===== src/rtl/alu_operand_stage.sv =====
// alu_operand_stage: ID/EX operand staging register.
// Builds the ALU lhs/rhs operands from the decoded selects and the register and
// instruction fields, then registers them toward execute. Both sides use a
// valid/ready handshake. A one-entry skid buffer lets o_ready come straight from
// a flop, so it never depends combinationally on i_ready. Flush squashes all
// held sets and the set offered in the flush cycle.
module alu_operand_stage #(
    parameter int DATA_W = 32
) (
    input  logic              clock,
    input  logic              reset,
    input  logic              i_valid,
    output logic              o_ready,
    input  logic              w_alu_lhs_ctrl,
    input  logic [1:0]        w_alu_rhs_ctrl,
    input  logic [DATA_W-1:0] w_rs_data,
    input  logic [DATA_W-1:0] w_rt_data,
    input  logic [15:0]       w_imm16,
    input  logic [4:0]        w_shamt,
    input  logic              w_imm_sext,
    input  logic              w_flush,
    output logic              o_valid,
    input  logic              i_ready,
    output logic [DATA_W-1:0] w_alu_lhs,
    output logic [DATA_W-1:0] w_alu_rhs
);

    typedef struct packed {
        logic [DATA_W-1:0] lhs;
        logic [DATA_W-1:0] rhs;
    } opset_t;

    opset_t new_set;
    opset_t out_q, out_d;
    opset_t skid_q, skid_d;
    logic   out_vld_q, out_vld_d;
    logic   skid_vld_q, skid_vld_d;
    logic   rdy_q;
    logic   accept;
    logic   drain;

    // Handshake terms. Acceptance is qualified by the registered ready, so a
    // full skid buffer blocks new sets.
    assign accept = i_valid & rdy_q & ~w_flush;
    assign drain  = out_vld_q & i_ready;

    // Build the operand set from this cycle's inputs. Nothing is re-sampled later.
    always_comb begin
        new_set.lhs = w_alu_lhs_ctrl ? w_rt_data : w_rs_data;
        unique case (w_alu_rhs_ctrl)
            2'b00:   new_set.rhs = {{(DATA_W-5){1'b0}}, w_rs_data[4:0]};
            2'b01:   new_set.rhs = w_rt_data;
            2'b10:   new_set.rhs = {{(DATA_W-5){1'b0}}, w_shamt};
            default: new_set.rhs = w_imm_sext ? {{(DATA_W-16){w_imm16[15]}}, w_imm16}
                                              : {{(DATA_W-16){1'b0}}, w_imm16};
        endcase
    end

    // Next-state of the output register and skid buffer. Skid contents always
    // move to the output ahead of a newly accepted set, which keeps delivery FIFO.
    always_comb begin
        out_d      = out_q;
        skid_d     = skid_q;
        out_vld_d  = out_vld_q;
        skid_vld_d = skid_vld_q;
        if (w_flush) begin
            out_vld_d  = 1'b0;
            skid_vld_d = 1'b0;
        end else if (!out_vld_q || drain) begin
            if (skid_vld_q) begin
                out_d      = skid_q;
                out_vld_d  = 1'b1;
                skid_vld_d = accept;
                if (accept) skid_d = new_set;
            end else if (accept) begin
                out_d     = new_set;
                out_vld_d = 1'b1;
            end else begin
                out_vld_d = 1'b0;
            end
        end else if (accept) begin
            skid_d     = new_set;
            skid_vld_d = 1'b1;
        end
    end

    // State registers. Ready is held low while reset is asserted and follows
    // the inverted next skid state afterwards.
    always_ff @(posedge clock) begin
        if (reset) begin
            out_q      <= '0;
            skid_q     <= '0;
            out_vld_q  <= 1'b0;
            skid_vld_q <= 1'b0;
            rdy_q      <= 1'b0;
        end else begin
            out_q      <= out_d;
            skid_q     <= skid_d;
            out_vld_q  <= out_vld_d;
            skid_vld_q <= skid_vld_d;
            rdy_q      <= ~skid_vld_d;
        end
    end

    assign o_ready   = rdy_q;
    assign o_valid   = out_vld_q;
    assign w_alu_lhs = out_q.lhs;
    assign w_alu_rhs = out_q.rhs;

endmodule


===== config.mk =====
export PLATFORM = sky130hd
export DESIGN_NAME = alu_operand_stage
export DESIGN_NICKNAME = d
export VERILOG_FILES = /design/src/rtl/alu_operand_stage.sv
export SDC_FILE = /design/constraint.sdc
export NUM_CORES = 1
export LEC_CHECK = 0
export ABC_AREA = 1
export CORE_UTILIZATION = 50
export CTS_CLUSTER_DIAMETER = 60
export CTS_CLUSTER_SIZE = 28
export DETAILED_ROUTE_END_ITERATION = 8
export GPL_TIMING_DRIVEN = 1
export PLACE_DENSITY = 0.81
export SYNTH_ARGS = -nofsm -noshare
export SYNTH_HDL_FRONTEND = slang
export SYNTH_SLANG_ARGS = --single-unit

===== constraint.sdc =====
create_clock -name clock -period 1.29 [get_ports clock]
set_input_delay 0.258 -clock clock [delete_from_list [all_inputs] [get_ports clock]]
set_output_delay 0.258 -clock clock [all_outputs]
set_load 0.005 [all_outputs]

==> impl_metrics.env, run 1 <==
export IMPL_violations="negative setup slack"
export IMPL_relSlewSlack_pct=77.3
export IMPL_syn_area_sq_um=6370
export IMPL_rows=40
export IMPL_clk_latency_ns=0.43
export IMPL_finish_net_count=1294
export IMPL_ant_nets=0
export IMPL_rsz0062_at_grt="true"
export IMPL_leakage_uw=0.00456
export IMPL_yosys_warnings=0
export IMPL_start_kind="flip-flop"
export IMPL_hp_class="in2reg"
export IMPL_grt_pass1_vias=6418
export IMPL_syn_avg_cell_area_sq_um=6.23
export IMPL_timing_fmax_mhz=747
export IMPL_max_stage_delay_ns=0.36
export IMPL_grt_max_degree=67
export IMPL_regArea_sq_um=2640
export IMPL_cts_root_buffer="clkbuf_16"
export IMPL_io_buffers=159
export IMPL_first_iter_violations=770
export IMPL_multiInputGateArea_sq_um=3210
export IMPL_crit_chain="nand2_4 > nand2_4 > nand3_4 > buf_6 > buf_4 > a21oi_1 > nand2_1 > nand2_1 > inv_1"
export IMPL_gp_congestion=0.877
export IMPL_rrSetupSlack_ns=-0.05
export IMPL_io_pins=160
export IMPL_crit_type="reg2reg"
export IMPL_numCtsBuffers=17
export IMPL_power_frac_seq_pct=38.7
export IMPL_critical_path_cell_count=9
export IMPL_worst_path_max_delay_cell="dfxtp_2"
export IMPL_ys_seq_area_share_pct=41.2
export IMPL_syn_nets=1117
export IMPL_combPwrFrac_pct=13.5
export IMPL_pre_cts_ws_ns=-0.431
export IMPL_dieArea_sq_um=13200
export IMPL_cts_sinks=131
export IMPL_crit_end="w_alu_rhs[29]"
export IMPL_yosysUniqueCellTypes=18
export IMPL_r2r_end="w_alu_rhs[29]"
export IMPL_clkPwrFrac_pct=47.8
export IMPL_wire_per_inst_microns=15.0
export IMPL_dpl_hpwl_microns=12500
export IMPL_crit_family="simple AND/OR/NAND/NOR gates"
export IMPL_htree_levels=4
export IMPL_groute_usage_overall_pct=30.4
export IMPL_powerDensity_nw_per_um2=1140
export IMPL_layout_drive_gt1_share_pct=14.6
export IMPL_critPathBufInv=3
export IMPL_final_setup_tns_ns=-0.0775
export IMPL_total_power_uw=10900
export IMPL_p_int_uw=8220
export IMPL_syn_to_final_growth_pct=49.5
export IMPL_worstPathRequired_ns=1.62
export IMPL_diodes=0
export IMPL_setup_violations=4
export IMPL_cts_tree="done"
export IMPL_drv_slew=0
export IMPL_die_y_microns=115
export IMPL_ir_worst_vdd_mv=1.17
export IMPL_cap_viol_max_count=0
export IMPL_hold_violations=0
export IMPL_cp_arrival_ns=1.67
export IMPL_clockBufferDepth=2
export IMPL_switching_share_pct=24.4
export IMPL_drt_pass1_iter_count=7
export IMPL_worst_pin_slew_ns=0.337
export IMPL_reg2reg_depth=9
export IMPL_worst_setup_path_end_kind="flip-flop"
export IMPL_outcome="finished, violations left"
export IMPL_antenna_found_initial=0
export IMPL_cp_max_fo=5
export IMPL_p_sw_uw=2650
export IMPL_worstReg2RegStart="o_ready"
export IMPL_crit_start="o_ready"
export IMPL_fin_ws_ns=-0.0479
export IMPL_min_period_ns=1.34
export IMPL_core_area_sq_um=12200
export IMPL_grt_ovfl_total=0
export IMPL_initial_utilization_pct=52.2
export IMPL_wirelength_microns=20700
export IMPL_finClkSkew_ns=0.00815
export IMPL_fillCellCount=957
export IMPL_grt_pass1_wl_microns=31300
export IMPL_path_clk_slew_ns=0.06
export IMPL_utilization_pct=78.0
export IMPL_final_period_utilization_pct=104
export IMPL_die_w_microns=115
export IMPL_vias_per_cell=5.16
export IMPL_postSynthCellCount=1023
export IMPL_synth_seq_cells=131
export IMPL_vias=7127
export IMPL_drc=0
==> worst min path at each step <==
stage                       startpoint           end  slack (ns)  cells past startpoint
after CTS                        reset       o_ready        0.33                      3
after detailed placement  w_alu_lhs[5]  w_alu_lhs[5]        0.46                      2
after global routing             reset       o_ready        0.35                      3
after global placement      skid_q[30]    skid_q[30]        0.45                      2
after floorplan             skid_q[16]    skid_q[16]        0.44                      2
final                            reset       o_ready        0.34                      3
==> synthesized netlist by cell type (all sizes together) <==
library cell	count	area (sq um)
a21oi	113	566
clkbuf	25	93.8
inv	100	375
o21ai	80	400
or2	5	31.3
dfxtp	131	2620
nor2	95	373
nand4	1	6.26
buf	42	249
nand3	19	105
nand2	412	1550
==> area by class of cell <==
| cell class | count | share of cell area [%] |
|---|---|---|
| Clock buffer | 19 | 4.76 |
| Multi-Input combinational cell | 725 | 33.7 |
| Tap cell | 168 | 2.21 |
| Inverter | 100 | 4.10 |
| Clock inverter | 13 | 1.91 |
| Sequential cell | 131 | 27.8 |
| Timing Repair Buffer | 225 | 25.6 |
==> placed cells by master (no fill, tap or decap), drive strengths merged <==
| master | Yosys | final |
|---|---|---|
| a21oi | 113 | 113 |
| buf | 42 | 63 |
| bufbuf | 0 | 1 |
| bufinv | 0 | 4 |
| clkbuf | 25 | 24 |
| clkdlybuf4s15 | 0 | 11 |
| clkdlybuf4s50 | 0 | 90 |
| clkinv | 0 | 5 |
| clkinvlp | 0 | 5 |
| dfxtp | 131 | 131 |
| dlygate4sd2 | 0 | 54 |
| dlymetal6s2s | 0 | 1 |
| inv | 100 | 99 |
| nand2 | 412 | 412 |
| nand3 | 19 | 19 |
| nand4 | 1 | 1 |
| nor2 | 95 | 95 |
| o21ai | 80 | 80 |
| or2 | 5 | 5 |
==> per-layer routing <==
layer	track usage [%]	vias up	wire length, microns
met4	12.2	0	514
met5	0	-	0
met3	5.69	54	1400
met2	50.0	310	10100
li1	-	3509	-
met1	39.2	3254	8760
==> worst min-delay path: stages <==
cell and delay [ns]:
buf_2 0.13, buf_12 0.20, nor2_1 0.13
==> cells by family (layout without fill, tap and decap cells) <==
group,after synthesis,in the layout,synth area share [%]
AO/OA/AOI/OAI,193,193,15.2
AND/OR/NAND/NOR,532,532,32.4
buffers and inverters,167,357,11.3
flip-flops,131,131,41.2
==> registers in the layout, indices dropped and copies added (netlist names) <==
register    count
skid_vld_q      1
o_valid         1
w_alu_lhs      32
o_ready         1
w_alu_rhs      32
skid_q         64
==> power by group through the flow <==
stage	clock network, uW	logic, uW	registers (uW)
4_1_cts	5210	1360	4200
3_3_place_gp	0	1350	4280
5_1_grt	5390	1610	4210
6_report	5190	1470	4210
3_5_place_dp	0	1360	4290
2_1_floorplan	0	596	4290
==> timing repair <==
action	CTS	global route
pin swaps	1	13
gates cloned	4	5
resized for setup	86	99
endpoints found under the setup margin	93	138
setup buffers	0	3
hold buffers	0	0
==> metrics by stage <==
step | std cells | cell area [sq um] | hold WS, ns
global placement | 1337 | 8460 | 0.452
floorplan | 1023 | 6370 | 0.444
CTS | 1373 | 9180 | 0.327
detailed placement | 1337 | 8460 | 0.456
finish | 1381 | 9520 | 0.337
global route | 1381 | 9520 | 0.353
Power figures use the tool's default switching activity.
==> run 2: changes to the inputs <==
Settings changed: PLACE_DENSITY 0.81 to 0.83, REMOVE_ABC_BUFFERS from default to 1.
==> run 2 against run 1 <==
Compared with the run above: sequential share of layout area is 0.21 points higher; count of clock-buffer cells in the layout grew 7; final cell count decreased by 0.58%; largest cell class unchanged; critical path depth increased by 1; utilization is 0.48 points lower; global-route usage is 1.2 points lower; die area is the same; the flow still finishes with violations (negative setup slack); non-clock buffer count down 7; clock power shrank 9.4%; design area fell by 0.62%; setup slack better by 0.019 ns; sequential cell count did not move.
==> impl_metrics.env, run 2 (synthesis results as in run 1) <==
export IMPL_io_pins=160
export IMPL_grt_ovfl_total=0
export IMPL_dpl_hpwl_microns=11200
export IMPL_numCtsBuffers=17
export IMPL_clockBufferDepth=2
export IMPL_utilization_pct=77.5
export IMPL_final_period_utilization_pct=102
export IMPL_worst_setup_path_end_kind="flip-flop"
export IMPL_grt_max_degree=66
export IMPL_drt_pass1_iter_count=5
export IMPL_outcome="finished, violations left"
export IMPL_cts_root_buffer="clkbuf_16"
export IMPL_antenna_found_initial=0
export IMPL_crit_chain="clkdlybuf4s50_1 > nand2_4 > nand2_4 > nand3_4 > buf_12 > buf_12 > a21oi_1 > nand2_1 > nand2_1 > inv_1"
export IMPL_drc=0
export IMPL_wirelength_microns=20800
export IMPL_worst_pin_slew_ns=0.397
export IMPL_cts_tree="done"
export IMPL_leakage_uw=0.00459
export IMPL_rsz0062_at_grt="true"
export IMPL_cts_sinks=131
export IMPL_path_clk_slew_ns=0.05
export IMPL_rows=40
export IMPL_setup_violations=11
export IMPL_die_y_microns=115
export IMPL_wire_per_inst_microns=15.1
export IMPL_hold_violations=0
export IMPL_relSlewSlack_pct=73.3
export IMPL_initial_utilization_pct=52.2
export IMPL_first_iter_violations=775
export IMPL_worstPathRequired_ns=1.61
export IMPL_grt_pass1_wl_microns=29900
export IMPL_vias=7221
export IMPL_core_area_sq_um=12200
export IMPL_groute_usage_overall_pct=29.2
export IMPL_cp_max_fo=7
export IMPL_placed_cell_area_sq_um=8380
export IMPL_final_common_cell="nand2_1"
export IMPL_fin_ws_ns=-0.0293
export IMPL_drv_slew=0
export IMPL_start_kind="primary input"
export IMPL_final_cell_area_sq_um=9460
export IMPL_powerDensity_nw_per_um2=1090
export IMPL_gp_congestion=0.821
export IMPL_cap_viol_max_count=0
export IMPL_die_w_microns=115
export IMPL_io_buffers=159
export IMPL_pre_cts_ws_ns=-0.408
export IMPL_syn_to_final_growth_pct=48.5
export IMPL_largest_reg_flops=64
export IMPL_finish_net_count=1288
export IMPL_cp_arrival_ns=1.64
export IMPL_top_register="skid_q"
export IMPL_htree_levels=4
export IMPL_crit_type="in2reg"
export IMPL_final_cell_mix="nand2_1 (406), dfxtp_1 (112), a21oi_1 (95)"
export IMPL_timing_fmax_mhz=758
export IMPL_diodes=0
export IMPL_worst_path_max_delay_cell="clkdlybuf4s50_1"
export IMPL_layout_drive_gt1_share_pct=12.8
export IMPL_violations="negative setup slack"
export IMPL_clk_latency_ns=0.42
export IMPL_ant_nets=0
export IMPL_hp_class="in2reg"
export IMPL_grt_pass1_vias=6175
export IMPL_final_setup_tns_ns=-0.121
export IMPL_max_stage_delay_ns=0.51
export IMPL_finClkSkew_ns=0.00602
export IMPL_ir_worst_vdd_mv=0.781
export IMPL_min_period_ns=1.32
export IMPL_dieArea_sq_um=13200
export IMPL_vias_per_cell=5.26
run 2: cell count changes in the layout (fill, tap and decap cells not counted), moves of 7 or more:
cell / previous run / this run
o21ai_0: 57 / 69
a21oi_1: 84 / 95
a21oi_2: 29 / 18
buf_4: 32 / 22
o21ai_1: 21 / 11
nand2_2: 10 / 2
nand2_1: 399 / 406
run 2: worst max-delay path: cells and delay by family:
family	cells	cell delay, ns
compound gates	1	0.12
buf+inv	4	0.85
simple gates	5	0.40
run 2: power by group:
group	switching [uW]	leakage [uW]	internal (uW)	total, uW
sequential	54.8	0.00107	4150	4210
clock	1720	0.000288	2980	4700
combinational	699	0.00324	722	1420
run 2: per-stage QoR:
stage	power, uW	instances	hold WS [ns]
3_3_place_gp	5600	1322	0.450
6_report	10300	1373	0.124
3_5_place_dp	5610	1322	0.455
2_1_floorplan	4800	956	0.327
5_1_grt	10700	1373	0.115
4_1_cts	10200	1362	0.108
run 2: routing by layer:
metal	track usage [%]	part of all wire, %
met5	0	0
met4	11.7	2.3
met3	4.85	8.8
met2	48.2	47
met1	38.0	42
run 2: layout make-up:
cell class,instances,area [sq um]
flip-flops and latches,131,2650
repair buffers,218,2470
multi-input cells,726,3180
inverters,100,385
clock inverters,4,45.0
well taps,168,210
fillers,934,2750
clock buffers,26,529
run 2: final timing paths:
check / from / to / slack [ns] / cells past startpoint
hold reg to reg: skid_q[22] / skid_q[22] / 0.46 / 2
hold / removal: reset / w_alu_lhs[24] / 0.12 / 2
setup reg to reg: o_ready / w_alu_rhs[27] / -0.02 / 9
setup / recovery: i_valid / w_alu_rhs[27] / -0.03 / 10
run 2: timing repair:
action,in CTS,in global routing
gates resized for setup,89,67
setup endpoints to repair,85,140
hold endpoints to repair,0,0
cloned,5,9
setup buffers,5,3
pin swaps,1,7
hold buffers,0,0
==> run 3: changes to the inputs <==
--- a/constraint.sdc
+++ b/constraint.sdc
@@ -3,2 +3,2 @@
 set_output_delay 0.258 -clock clock [all_outputs]
-set_load 0.005 [all_outputs]
+set_load 0.05 [all_outputs]
==> run 3 against run 2 <==
Compared with the run above: the run still ends with negative setup slack left; clock power is 4% higher; die area stayed put; sequential share of layout area is 2.0 points lower; setup slack got worse by 0.096 ns; via count grew 2.3%; design area up 6.7%; final cell count is the same; fmax decreased by 6.8%; critical path type unchanged; critical endpoint is now w_alu_rhs[25]; largest cell class unchanged; highest routed layer unchanged.
==> impl_metrics.env, run 3 (synthesis results as in run 1) <==
export IMPL_outcome="finished, violations left"
export IMPL_violations="negative setup slack"
export IMPL_drv_slew=0
export IMPL_fin_cells=1373
export IMPL_top_register="skid_q"
export IMPL_worst_pin_slew_ns=0.379
export IMPL_initial_utilization_pct=52.2
export IMPL_cp_arrival_ns=1.72
export IMPL_clockBufferDepth=2
export IMPL_io_pins=160
export IMPL_cp_max_fo=7
export IMPL_numCtsBuffers=17
export IMPL_diodes=0
export IMPL_grt_ovfl_total=0
export IMPL_fillCellCount=745
export IMPL_grt_pass1_vias=6694
export IMPL_setup_violations=39
export IMPL_largest_reg_flops=64
export IMPL_finish_net_count=1286
export IMPL_io_buffers=159
export IMPL_finClkSkew_ns=0.0147
export IMPL_drt_pass1_iter_count=7
export IMPL_grt_max_degree=66
export IMPL_layout_drive_gt1_share_pct=17.5
export IMPL_path_clk_slew_ns=0.06
export IMPL_drc=0
export IMPL_leakage_uw=0.00459
export IMPL_cts_sinks=131
export IMPL_start_kind="primary input"
export IMPL_cts_root_buffer="clkbuf_16"
export IMPL_groute_usage_overall_pct=30.4
export IMPL_final_common_cell="nand2_1"
export IMPL_hp_class="in2reg"
export IMPL_ir_worst_vdd_mv=0.818
export IMPL_final_period_utilization_pct=110
export IMPL_dieArea_sq_um=13200
export IMPL_wirelength_microns=21500
export IMPL_pre_cts_ws_ns=-0.425
export IMPL_rows=40
export IMPL_holdBufCountCts=0
export IMPL_die_w_microns=115
export IMPL_relSlewSlack_pct=74.4
export IMPL_vias=7389
export IMPL_fin_ws_ns=-0.125
export IMPL_final_setup_tns_ns=-1.06
export IMPL_clk_latency_ns=0.42
export IMPL_grt_pass1_wl_microns=31600
export IMPL_hold_violations=0
export IMPL_vias_per_cell=5.38
export IMPL_final_cell_area_sq_um=10100
export IMPL_cts_tree="done"
export IMPL_crit_type="in2reg"
export IMPL_rsz0062_at_grt="true"
export IMPL_min_period_ns=1.42
export IMPL_first_iter_violations=713
export IMPL_gp_congestion=0.820
export IMPL_htree_levels=4
export IMPL_ant_nets=0
export IMPL_cap_viol_max_count=0
export IMPL_utilization_pct=82.7
export IMPL_syn_to_final_growth_pct=58.5
export IMPL_worst_setup_path_end_kind="flip-flop"
export IMPL_placed_cells=1325
export IMPL_final_cell_mix="nand2_1 (407), dfxtp_1 (128), inv_1 (94)"
export IMPL_core_area_sq_um=12200
export IMPL_antenna_found_initial=0
export IMPL_powerDensity_nw_per_um2=1100
export IMPL_timing_fmax_mhz=706
export IMPL_worstPathRequired_ns=1.60
export IMPL_wire_per_inst_microns=15.7
export IMPL_placed_cell_area_sq_um=9030
export IMPL_die_y_microns=115
export IMPL_dpl_hpwl_microns=12000
run 3: cell types whose count changed in the layout (fill, tap and decap cells not counted), sizes merged, moves of 2 or more:
| cell | change |
|---|---|
| buf | +68 |
| clkbuf | -10 |
| clkdlybuf4s15 | -9 |
| clkinvlp | +2 |
| dlygate4sd2 | -55 |
| inv | +2 |
run 3: layout make-up:
cell class | count | area (sq um) | share of cell area, %
multi-input combinational | 725 | 3180 | 31.5
timing repair buffer | 217 | 3090 | 30.6
sequential | 131 | 2630 | 26.0
clock buffer | 22 | 474 | 4.70
inverter | 100 | 385 | 3.82
tap | 168 | 210 | 2.08
clock inverter | 10 | 124 | 1.23
run 3: worst max-delay path: stages:
cell             delay [ns]
clkdlybuf4s50_1        0.51
nand2_4                0.09
nand2_4                0.06
nand3_4                0.13
bufbuf_16              0.31
a21oi_1                0.12
nand2_1                0.10
nand2_1                0.08
inv_1                  0.05
run 3: final timing paths:
| check | slack (ns) | depth (start not counted) | startpoint | to |
|---|---|---|---|---|
| hold / removal | 0.16 | 2 | reset | skid_q[22] |
| setup / recovery | -0.13 | 9 | i_valid | w_alu_rhs[25] |
| hold reg to reg | 0.47 | 2 | skid_q[22] | skid_q[22] |
| setup reg to reg | -0.12 | 8 | o_ready | w_alu_rhs[25] |
run 3: metal layers:
layer | share of wire, % | vias up | track usage (%)
li1 | - | 3495 | -
met1 | 40 | 3362 | 38.4
met2 | 47 | 443 | 51.0
met3 | 9.4 | 89 | 6.17
met4 | 3.4 | 0 | 12.0
met5 | 0 | - | 0
run 3: through the flow:
stage / total power, uW / hold WS [ns]
3_5_place_dp: 6150 / 0.458
6_report: 11100 / 0.159
5_1_grt: 11400 / 0.168
4_1_cts: 11000 / 0.151
2_1_floorplan: 5100 / 0.327
3_3_place_gp: 6120 / 0.452
run 3: power by group:
group | internal (uW) | leakage [uW] | switching, uW
combinational | 949 | 0.00324 | 1030
clock | 3020 | 0.000287 | 1850
sequential | 4150 | 0.00106 | 106
total | 8110 | 0.00459 | 2990
run 3: timing repair:
action / 4_1_cts / 5_1_grt
resized for setup: 32 / 50
setup buffers: 6 / 3
setup endpoints to repair: 52 / 131
pin swaps: 2 / 6
cloned: 3 / 6
